File: src/rtl/io_bcd_display.sv
`default_nettype none
// ============================================================================
//  Module   : io_bcd_display
//  Purpose  : Multi-cycle double-dabble binary-to-BCD driver for eight
//             active-low seven-segment displays. It holds one newer write
//             while a conversion runs. LEADING_ZERO_BLANK_EN blanks leading
//             zero digits.
//  Revision : 1.0  initial release
// ============================================================================
module io_bcd_display #(
    parameter int DATA_W     = 32,
    parameter int NUM_DIGITS = 8
) (
    input  logic                    clk,
    input  logic                    rst_n,
    input  logic                    in_valid,
    input  logic [DATA_W-1:0]       in_data,
    output logic                    busy,
    output logic                    done,
    output logic                    overflow,
    output logic [7*NUM_DIGITS-1:0] hex_out
);

    localparam int DIG_INT = (DATA_W + 2) / 3;
    localparam int BCD_W   = 4 * DIG_INT;
    localparam int DISP_W  = 4 * NUM_DIGITS;
    localparam int CNT_W   = (DATA_W > 1) ? $clog2(DATA_W) : 1;
    localparam logic [CNT_W-1:0] C_LAST_SHIFT = CNT_W'(DATA_W - 1);

    typedef enum logic [1:0] {
        S_IDLE  = 2'd0,
        S_SHIFT = 2'd1,
        S_DONE  = 2'd2
    } state_t;

    state_t              state_q, state_d;
    logic [DATA_W-1:0]   bin_sr_q, bin_sr_d;
    logic [BCD_W-1:0]    bcd_sr_q, bcd_sr_d;
    logic [CNT_W-1:0]    cnt_q, cnt_d;
    logic [DATA_W-1:0]   pend_data_q, pend_data_d;
    logic                pend_vld_q, pend_vld_d;
    logic [DISP_W-1:0]   disp_bcd_q, disp_bcd_d;
    logic                disp_ovf_q, disp_ovf_d;
    logic                done_q, done_d;

    logic [BCD_W-1:0]    w_bcd_adj;
    logic                w_high_nz;

    always_ff @(posedge clk or negedge rst_n) begin
        if (!rst_n) begin
            state_q     <= S_IDLE;
            bin_sr_q    <= '0;
            bcd_sr_q    <= '0;
            cnt_q       <= '0;
            pend_data_q <= '0;
            pend_vld_q  <= 1'b0;
            disp_bcd_q  <= '0;
            disp_ovf_q  <= 1'b0;
            done_q      <= 1'b0;
        end else begin
            state_q     <= state_d;
            bin_sr_q    <= bin_sr_d;
            bcd_sr_q    <= bcd_sr_d;
            cnt_q       <= cnt_d;
            pend_data_q <= pend_data_d;
            pend_vld_q  <= pend_vld_d;
            disp_bcd_q  <= disp_bcd_d;
            disp_ovf_q  <= disp_ovf_d;
            done_q      <= done_d;
        end
    end

    always_comb begin
        w_bcd_adj = bcd_sr_q;
        for (int i = 0; i < DIG_INT; i++) begin
            if (bcd_sr_q[4*i +: 4] >= 4'd5) begin
                w_bcd_adj[4*i +: 4] = bcd_sr_q[4*i +: 4] + 4'd3;
            end
        end
    end

    always_comb begin
        state_d     = state_q;
        bin_sr_d    = bin_sr_q;
        bcd_sr_d    = bcd_sr_q;
        cnt_d       = cnt_q;
        pend_data_d = pend_data_q;
        pend_vld_d  = pend_vld_q;
        disp_bcd_d  = disp_bcd_q;
        disp_ovf_d  = disp_ovf_q;
        done_d      = 1'b0;

        case (state_q)
            S_IDLE: begin
                if (in_valid) begin
                    bin_sr_d = in_data;
                    bcd_sr_d = '0;
                    cnt_d    = '0;
                    state_d  = S_SHIFT;
                end
            end
            S_SHIFT: begin
                bcd_sr_d = {w_bcd_adj[BCD_W-2:0], bin_sr_q[DATA_W-1]};
                bin_sr_d = {bin_sr_q[DATA_W-2:0], 1'b0};
                cnt_d    = cnt_q + CNT_W'(1);
                if (cnt_q == C_LAST_SHIFT) begin
                    state_d = S_DONE;
                end
                // A later write simply replaces whatever was waiting.
                if (in_valid) begin
                    pend_data_d = in_data;
                    pend_vld_d  = 1'b1;
                end
            end
            S_DONE: begin
                disp_bcd_d = DISP_W'(bcd_sr_q);
                disp_ovf_d = 1'b0;
                for (int i = NUM_DIGITS; i < DIG_INT; i++) begin
                    disp_ovf_d = disp_ovf_d | (|bcd_sr_q[4*i +: 4]);
                end
                done_d = 1'b1;
                if (in_valid || pend_vld_q) begin
                    bin_sr_d   = in_valid ? in_data : pend_data_q;
                    bcd_sr_d   = '0;
                    cnt_d      = '0;
                    pend_vld_d = 1'b0;
                    state_d    = S_SHIFT;
                end else begin
                    state_d = S_IDLE;
                end
            end
            default: begin
                state_d = S_IDLE;
            end
        endcase
    end

    function automatic logic [6:0] seg_code(input logic [3:0] digit);
        case (digit)
            4'd0:    seg_code = 7'h40;
            4'd1:    seg_code = 7'h79;
            4'd2:    seg_code = 7'h24;
            4'd3:    seg_code = 7'h30;
            4'd4:    seg_code = 7'h19;
            4'd5:    seg_code = 7'h12;
            4'd6:    seg_code = 7'h02;
            4'd7:    seg_code = 7'h78;
            4'd8:    seg_code = 7'h00;
            4'd9:    seg_code = 7'h10;
            default: seg_code = 7'h7F;
        endcase
    endfunction

    // Walk from the top digit down so each digit knows whether anything above it is nonzero.
    always_comb begin
        hex_out   = '0;
        w_high_nz = 1'b0;
        for (int i = NUM_DIGITS - 1; i >= 0; i--) begin
            w_high_nz = w_high_nz | (|disp_bcd_q[4*i +: 4]);
            if (disp_ovf_q) begin
                hex_out[7*i +: 7] = 7'h3F;
`ifdef LEADING_ZERO_BLANK_EN
            end else if ((i > 0) && !w_high_nz) begin
                hex_out[7*i +: 7] = 7'h7F;
`endif
            end else begin
                hex_out[7*i +: 7] = seg_code(disp_bcd_q[4*i +: 4]);
            end
        end
    end

    assign busy     = (state_q != S_IDLE);
    assign done     = done_q;
    assign overflow = disp_ovf_q;

endmodule
`default_nettype wire

File: config.mk
export PLATFORM = sky130hd
export DESIGN_NAME = io_bcd_display
export DESIGN_NICKNAME = d
export VERILOG_FILES = /design/src/rtl/io_bcd_display.sv
export SDC_FILE = /design/constraint.sdc
export NUM_CORES = 1
export LEC_CHECK = 0
export ABC_AREA = 1
export CORE_MARGIN = 5
export CORE_UTILIZATION = 40
export CTS_BUF_LIST = sky130_fd_sc_hd__clkbuf_2
export CTS_CLUSTER_DIAMETER = 30
export CTS_CLUSTER_SIZE = 40
export DETAILED_ROUTE_END_ITERATION = 6
export HOLD_SLACK_MARGIN = 0.02
export SLEW_MARGIN = 20
export SYNTH_ARGS = -nofsm -noshare
export SYNTH_HDL_FRONTEND = slang
export SYNTH_SLANG_ARGS = --single-unit
File: constraint.sdc
create_clock -name clk -period 1.8 [get_ports clk]
set_input_delay 0.36 -clock clk [delete_from_list [all_inputs] [get_ports clk]]
set_output_delay 0.36 -clock clk [all_outputs]
set_load 0.005 [all_outputs]
; Word-level counts from Yosys, hierarchy flattened
; Memory sizes are Yosys's and may differ from the RTL's.
; Cells that the tools add are included.
[totals]
regBits = 150
latch_bits = 0
ramBits = 0
rom_bits = 896
in_bits = 35
output_inout_bits = 59
word_cells = 97
memories = 8
[op_classes]
n_addsub = 12
mul = 0
n_div = 0
order_cmp = 11
eq_ne = 7
shifts = 0
n_mux = 37
n_bitwise = 2
n_reduce_logical = 11
[mem_list]
columns = memory, words, word_bits, rd, rd_clocked_by_memory_dff, write_ports, line_no
row1 = (no name shown), 16, 7, 1, 0, 0, 139  ; case (digit)
row2 = (no name shown), 16, 7, 1, 0, 0, 139
row3 = (no name shown), 16, 7, 1, 0, 0, 139
row4 = (no name shown), 16, 7, 1, 0, 0, 139
row5 = (no name shown), 16, 7, 1, 0, 0, 139
row6 = (no name shown), 16, 7, 1, 0, 0, 139
row7 = +2 memories, --, --, --, --, --, --
[op_table]
columns = operator, count
row1 = one-hot mux 44 bit (3 select lines), 1
row2 = 2-to-1 mux 32 bit, 3
row3 = one-hot mux 32 bit (3 select lines), 1
row4 = 2-to-1 mux 44 bit, 2
row5 = 2-to-1 mux 7 bit, 8
row6 = >= comparator 4 x 3 -> 1 bit (second input constant), 11
row7 = adder 4 x 2 -> 4 bit (second input constant), 10
row8 = 2-to-1 mux 4 bit, 10
row9 = one-hot mux 5 bit (3 select lines), 1
row10 = OR reduction 4 bit, 3
row11 = 2-to-1 mux 5 bit, 2
row12 = inequality test 2 bit (second input constant), 4
row13 = one-hot mux 2 bit (3 select lines), 1
row14 = AND reduction 3 bit, 2
row15 = adder 5 x 1 -> 5 bit (second input constant), 1
row16 = == test 5 bit (second input constant), 1
row17 = 2-to-1 mux 1 bit, 4
row18 = 2-to-1 mux 2 bit, 2
row19 = nonzero test 2 bit, 2
row20 = adder 3 x 2 -> 3 bit (second input constant), 1
row21 = 2-to-1 mux 3 bit, 1
row22 = nonzero test 3 bit, 1
row23 = == test 2 x 1 -> 1 bit (second input constant), 1
row24 = == test 2 bit (second input constant), 1
row25 = other kinds (5), 6

; Depth between registers and ports, before layout
; Gate-level depths: netlist (run 1).
[depth]
word_depth = 3
mapped_depth = 10
ltp_nobuf = 9

; Worst setup path after synthesis (run 1)
; OpenSTA, ideal clock, no wires.
[synth_path]
path_kind = flip-flop to flip-flop
start = reg state_q[1]
end = reg pend_data_q[13]
setup_ps = 83
arrival_time_ps = 1376
required_time_ps = 1717
path_slack_ps = 341
stages_incl_launch_ff = 9
path_buffers = 3
synth_period_minus_slack_ps = 1459
cell_sequence = dfrtp_1 > inv_1 > ha_1 > buf_2 > nand2_1 > buf_2 > clkbuf_1 > nand2_1 > o21ai_0
[synth_via]
elab_chain_cells = 1
[synth_lines]
columns = element, line_no
row1 = start: declaration, 36  ; state_t state_q, state_d;
row2 = start signal: assignment, 61  ; state_q <= state_d;
row3 = == test 2 x 1 -> 1 bit, 93  ; case (state_q)
row4 = end signal: assignment, 65  ; pend_data_q <= pend_data_d;
row5 = end: declaration, 40  ; logic [DATA_W-1:0] pend_data_q, pend_data_d;
; Every way passes these cells.
; A chain may end at the register's enable or synchronous reset.

; Worst setup path in the final report (run 1)
[layout_path]
start = reg disp_bcd_q[8]
end = out hex_out[18]
[layout_via]
elab_chain_cells = 2
[layout_lines]
columns = element, line_no
row1 = start: declaration, 42  ; logic [DISP_W-1:0] disp_bcd_q, disp_bcd_d;
row2 = start signal: assignment, 67  ; disp_bcd_q <= disp_bcd_d;
row3 = memory read (16 x 7 bit), --
row4 = 2-to-1 mux 7 bit, 160  ; if (disp_ovf_q) begin
row5 = end: declaration, 21  ; output logic [7*NUM_DIGITS-1:0] hex_out
; Every way passes these cells.

==> impl_metrics.json, run 1 <==
{
  "dp_slack_ns": -0.154,
  "synth.most_common_cell": "nand2_1",
  "syn_area_per_cell_um2": 6.97,
  "dp_hpwl_mm": 14.8,
  "vias": 9205,
  "core_area_mm2": 0.0236,
  "drc": 0,
  "fin_crit_sh_pct": 131,
  "clock-sinks": 150,
  "antenna_left": 0,
  "routed_wl_mm": 24.3,
  "worst_ep_required_time_ns": 1.44,
  "grt-ovfl-total": 0,
  "clockBufferDepth": 2,
  "die_w_um": 165,
  "power.leakage_nw": 6.66,
  "dpl_cell_area_mm2": 0.0114,
  "htree_levels": 4,
  "ys_seq_area_share_pct": 39.0,
  "critical_path_class": "flop to output pin",
  "synth_async_sr_flop_share_pct": 100,
  "multiInputGateArea_mm2": 0.00591,
  "insertion_delay_ns": 0.70,
  "ir_worst_vdd_uv": 799,
  "cts_made_buffers": 17,
  "hold_violations": 0,
  "ys_types": 26,
  "place_inst": 1821,
  "num_rows": 56,
  "setup_viol": 58,
  "nets": 1708,
  "setup_ws_ns": -0.557,
  "synthFlopType": "dfrtp_1",
  "wire_per_inst_um": 12.6,
  "die_area_mm2": 0.0273,
  "grt_pass1_wl_mm": 40.8,
  "fin_cells": 1934,
  "die-height_um": 165,
  "maxSlewViolCount": 0,
  "status": "complete, but fails checks",
  "fin_area_mm2": 0.0132,
  "path_cells": "buf_6, inv_4, buf_6, ha_4, nand2_4, o21ai_2, o21ai_1, buf_2",
  "synth-seq-cells": 150,
  "yosys.area.top_type": "dfrtp_1",
  "detail_route.iter0.violations": 482,
  "grt_max_degree": 67,
  "critPathCaptureType": "output pin",
  "timing.setup.tns_ns": -25.04,
  "p_total_mw": 13.9,
  "gp_congestion": 0.807,
  "max_stage_delay_ns": 0.47,
  "fin_worst_skew_ns": 0.0304,
  "cpMaxStageDelayCell": "dfrtp_1",
  "synth-edff-count": 0,
  "fillers": 2180,
  "rsz0062_at_grt": "true",
  "synth.area.top_cells": "dfrtp_1 39%, nand2_1 23%, ha_1 9.2%",
  "yosys_warnings": 0,
  "cp_num_buf_inv": 4,
  "start_util_pct": 40.8,
  "antenna_found_initial": 1,
  "clockRootBuffer": "clkbuf_2",
  "synth_cells": 1383,
  "layout-drive-gt1-share_pct": 28.1,
  "slew_headroom_pct": 69.9,
  "synth_nets": 1489,
  "worstPathMaxFanout": 3,
  "clkTransAtPathRegs_ns": 0.23,
  "critPathTopFamily": "flip-flops",
  "io_buffer_count": 93,
  "worst_pin_slew_ns": 0.452,
  "seqCellArea_mm2": 0.00377,
  "via_per_inst": 4.76,
  "hold_class": "input pin to async pin",
  "fmax_ghz": 0.424,
  "path_common_cell": "buf_6",
  "grt_pass1_vias": 8800,
  "synth_area_mm2": 0.00963,
  "period_needed_ns": 2.36,
  "dr.pass1.iters": 5,
  "powerDensity_mw_per_mm2": 1050,
  "failed_checks": "setup timing",
  "cap_violations": 0,
  "yosysTopAreaCellShare_pct": 39.0,
  "crit_path_start_kind": "flop",
  "cts_tree": "done",
  "synth_common_cells": "582 x nand2_1, 151 x inv_1, 150 x dfrtp_1, 148 x o21ai_0, 87 x nand3_1",
  "area_growth_pct": 36.8,
  "arrival_ns": 2.00,
  "io_pins": 94,
  "grt.total_usage_pct": 17.9
}
## final timing paths
path | startpoint | end | slack, ns | cells past startpoint
hold reg to reg | bin_sr_q[31] | bcd_sr_q[0] | 0.49 | 2
min in group clk | in_data[9] | pend_data_q[9] | 0.25 | 3
hold / removal | rst_n | pend_data_q[7] | 0.12 | 2
setup / recovery | disp_bcd_q[8] | hex_out[18] | -0.56 | 8
setup reg to reg | disp_bcd_q[21] | disp_bcd_q[21] | 0.07 | 12
max in group asynchronous | rst_n | bcd_sr_q[19] | 1.06 | 3
## worst reg2reg max path: stages, from the launching register on
cell	delay, ns
dfrtp_2	0.48
inv_4	0.07
buf_6	0.11
buf_6	0.10
buf_6	0.10
buf_6	0.10
buf_6	0.10
buf_6	0.10
buf_6	0.10
buf_6	0.10
buf_6	0.10
buf_6	0.10
o21ai_2	0.09
## cell usage in the layout (no fill, tap or decap), types with 26 or more instances in the layout
cell type / netlist / routed
a21oi_1: 42 / 26
buf_2: 25 / 52
buf_4: 3 / 98
buf_6: 9 / 52
clkdlybuf4s50_1: 0 / 33
dfrtp_1: 150 / 136
ha_1: 71 / 34
ha_4: 0 / 33
inv_1: 151 / 120
nand2_1: 582 / 557
nand3_1: 87 / 60
nand3_2: 0 / 26
o21ai_0: 148 / 108
o21ai_1: 7 / 27
## layer usage
metal	up-vias	part of all wire, %	wire, µm	GRT usage [%]
met1	4224	48	11600	23.0
met2	139	48	11700	31.6
li1	4824	-	-	-
met4	0	0.72	175	3.59
met3	18	3.4	832	3.13
met5	-	0	0	0
## cell type report
type                            instances  area share (%)
Antenna cell                            1          0.0190
Clock buffer                           19           0.722
Clock inverter                         12            1.18
Inverter                              155            4.68
Multi-Input combinational cell       1025            44.9
Sequential cell                       150            28.6
Tap cell                              319            3.03
Timing Repair Buffer                  253            16.9
## registers in the layout, indices dropped and copies added, names as in the netlist
| signal | cells |
|---|---|
| done | 1 |
| pend_data_q | 32 |
| state_q | 2 |
| cnt_q | 5 |
| overflow | 1 |
| pend_vld_q | 1 |
| bcd_sr_q | 44 |
| bin_sr_q | 32 |
| disp_bcd_q | 32 |
## through the flow
| stage | hold slack, ns | utilization (%) |
|---|---|---|
| 2_1_floorplan | 0.0644 | - |
| 6_report | 0.124 | 55.8 |
| 3_5_place_dp | 0.322 | 48.2 |
| 4_1_cts | 0.0504 | 53.6 |
| 3_3_place_gp | 0.320 | 48.2 |
| 5_1_grt | 0.0501 | 55.8 |
## where the power goes
part,switching [mW],total [mW],leakage [nW],internal (mW)
sequential,0.463,4.65,1.96,4.18
combinational,4.08,7.23,4.56,3.14
clock,1.23,2.01,0.139,0.775
total,5.78,13.9,6.66,8.10
## repair_timing
action / 4_1_cts / 5_1_grt
resized for setup: 463 / 119
hold endpoints to repair: 150 / 0
hold buffers: 1 / 0
endpoints found under the setup margin: 59 / 62
pin swaps: 68 / 64
buffers inserted: 70 / 18
## cells by family (layout without fill, tap and decap cells)
kind of cell               count (synthesis)  after routing  share of synthesized area (%)
AOI/OAI and AO/OA                        205            205                           10.9
adders and majority gates                 71             71                           9.22
buffers and inverters                    208            439                           9.27
DFF                                      150            150                           39.0
and+or+nand+nor                          749            749                           31.7
other                                      0              1                              0
(Power assumes the default switching activity.)
==> inputs of run 2 (changes only) <==
Clock period 1.8 ns to 2.6 ns, I/O delays scaled along.
==> impl_metrics.json, run 2 (same netlist as run 1, synthesis figures left out) <==
{
  "fillers": 2274,
  "num_rows": 56,
  "regMostFlops": "bcd_sr_q",
  "period_needed_ns": 2.56,
  "setup_viol": 0,
  "htree_levels": 4,
  "die_area_mm2": 0.0273,
  "insertion_delay_ns": 0.71,
  "status": "completed",
  "rsz0062_at_grt": "true",
  "maxSlewViolCount": 0,
  "antenna_left": 0,
  "reg2reg_to": "bin_sr_q[11]",
  "gr-usage-met2_pct": 29.1,
  "via_per_inst": 4.76,
  "multiInputGateArea_mm2": 0.00558,
  "cts_tree": "done",
  "clkTransAtPathRegs_ns": 0.23,
  "worst_ep_required_time_ns": 2.08,
  "powerDensity_mw_per_mm2": 749,
  "crit_path_start_kind": "flop",
  "grt-ovfl-total": 0,
  "largest_reg_flops": 44,
  "die-height_um": 165,
  "grt.busiest_layer": "met2",
  "die_w_um": 165,
  "fin_worst_skew_ns": 0.0339,
  "hold_violations": 0,
  "start_util_pct": 40.8,
  "grt_max_degree": 78,
  "drc": 0,
  "antenna_found_initial": 1,
  "layout-drive-gt1-share_pct": 20.3,
  "final_cell_mix": "572 x nand2_1, 140 x dfrtp_1, 126 x inv_1",
  "arrival_ns": 2.04,
  "r2r_slack_ns": 0.66,
  "detail_route.iter0.violations": 516,
  "final_util_pct": 51.5,
  "final_common_cell": "nand2_1",
  "nets": 1635,
  "vias": 8851,
  "dp_hpwl_mm": 13.9,
  "wire_per_inst_um": 12.1,
  "dr.pass1.iters": 5,
  "grt.total_usage_pct": 16.6,
  "grt_use_met1_pct": 21.5,
  "gr-usage-met3_pct": 3.05,
  "routed_wl_mm": 22.5,
  "power.leakage_nw": 6.23,
  "area_growth_pct": 26.1,
  "fmax_ghz": 0.391,
  "seqCellArea_mm2": 0.00377,
  "grt_pass1_wl_mm": 38.0,
  "ir_worst_vdd_uv": 630,
  "fin_crit_sh_pct": 98.3,
  "critical_path_class": "flop to output pin",
  "cap_violations": 0,
  "r2r_cells": 7,
  "cts_made_buffers": 17,
  "clockRootBuffer": "clkbuf_2",
  "critPathCaptureType": "output pin",
  "worst_pin_slew_ns": 0.829,
  "gp_congestion": 0.820,
  "worstPathMaxFanout": 4,
  "core_area_mm2": 0.0236,
  "clockBufferDepth": 2,
  "grt_pass1_vias": 8412,
  "io_buffer_count": 93,
  "hold_class": "input pin to async pin",
  "timing.setup.tns_ns": 0,
  "p_total_mw": 9.10,
  "slew_headroom_pct": 44.6,
  "clock-sinks": 150,
  "reg2reg_from": "state_q[1]",
  "io_pins": 94
}
==> run 2: changes by cell type in the layout (fill, tap and decap cells not counted), moves of 8 or more <==
cell,before,now
buf_4,98,51
buf_6,52,34
a21oi_1,26,36
buf_2,52,31
a21oi_2,17,7
ha_4,33,17
buf_12,13,4
ha_1,34,43
nand2_1,557,572
nand3_1,60,68
inv_4,11,3
nand2_2,23,14
clkbuf_2,20,31
==> run 2: metrics by stage <==
step                setup WS (ns)  area (µm²)  hold slack [ns]  cells
finish                     0.0441       12100            0.287   1861
floorplan                    1.02        9630            0.224   1383
global route               -0.135       12100            0.247   1861
detailed placement          0.378       10800            0.466   1757
global placement            0.431       10800            0.463   1757
CTS                        -0.125       11600            0.233   1849
==> run 2: cell type report <==
class	count	share of cell area, %
multi-input cells	1025	45.9
flip-flops and latches	150	31.0
repair buffers	180	12.6
inverters	155	4.95
well taps	319	3.29
clock inverters	13	1.48
clock buffers	18	0.742
diodes	1	0.0206
==> run 2: worst max path at each step <==
stage / start / to / slack (ns) / cells past startpoint
after floorplan: disp_bcd_q[9] / hex_out[14] / 1.02 / 5
after global placement: in_valid / bcd_sr_q[20] / 0.43 / 9
after detailed placement: in_valid / bcd_sr_q[24] / 0.38 / 9
after CTS: disp_bcd_q[21] / hex_out[35] / -0.13 / 8
after global routing: disp_bcd_q[21] / hex_out[35] / -0.14 / 7
final: disp_bcd_q[21] / hex_out[35] / 0.04 / 7
==> run 2: metal layers <==
metal	part of all wire [%]	wire length [µm]	vias up
li1	-	-	4670
met4	0.71	159	0
met5	0	0	-
met1	47	10700	4054
met3	3.7	836	13
met2	48	10800	114
==> run 2: critical path, stage by stage, from the launching register on <==
cell	delay [ns]
dfrtp_2	0.48
inv_4	0.06
buf_6	0.12
ha_4	0.15
or2_4	0.26
o21ai_2	0.06
o21ai_1	0.07
buf_2	0.13
==> run 2: power by group <==
| part | internal (mW) | leakage [nW] | switching, mW |
|---|---|---|---|
| Sequential | 2.90 | 1.97 | 0.312 |
| Clock | 0.627 | 0.156 | 0.876 |
| Combinational | 1.74 | 4.10 | 2.65 |
==> run 2: timing repair <==
action / CTS / global route
hold endpoints to repair: 50 / 0
pin swaps: 15 / 47
hold buffers: 1 / 0
resized for setup: 255 / 172
setup buffers: 60 / 13
endpoints found under the setup margin: 57 / 56
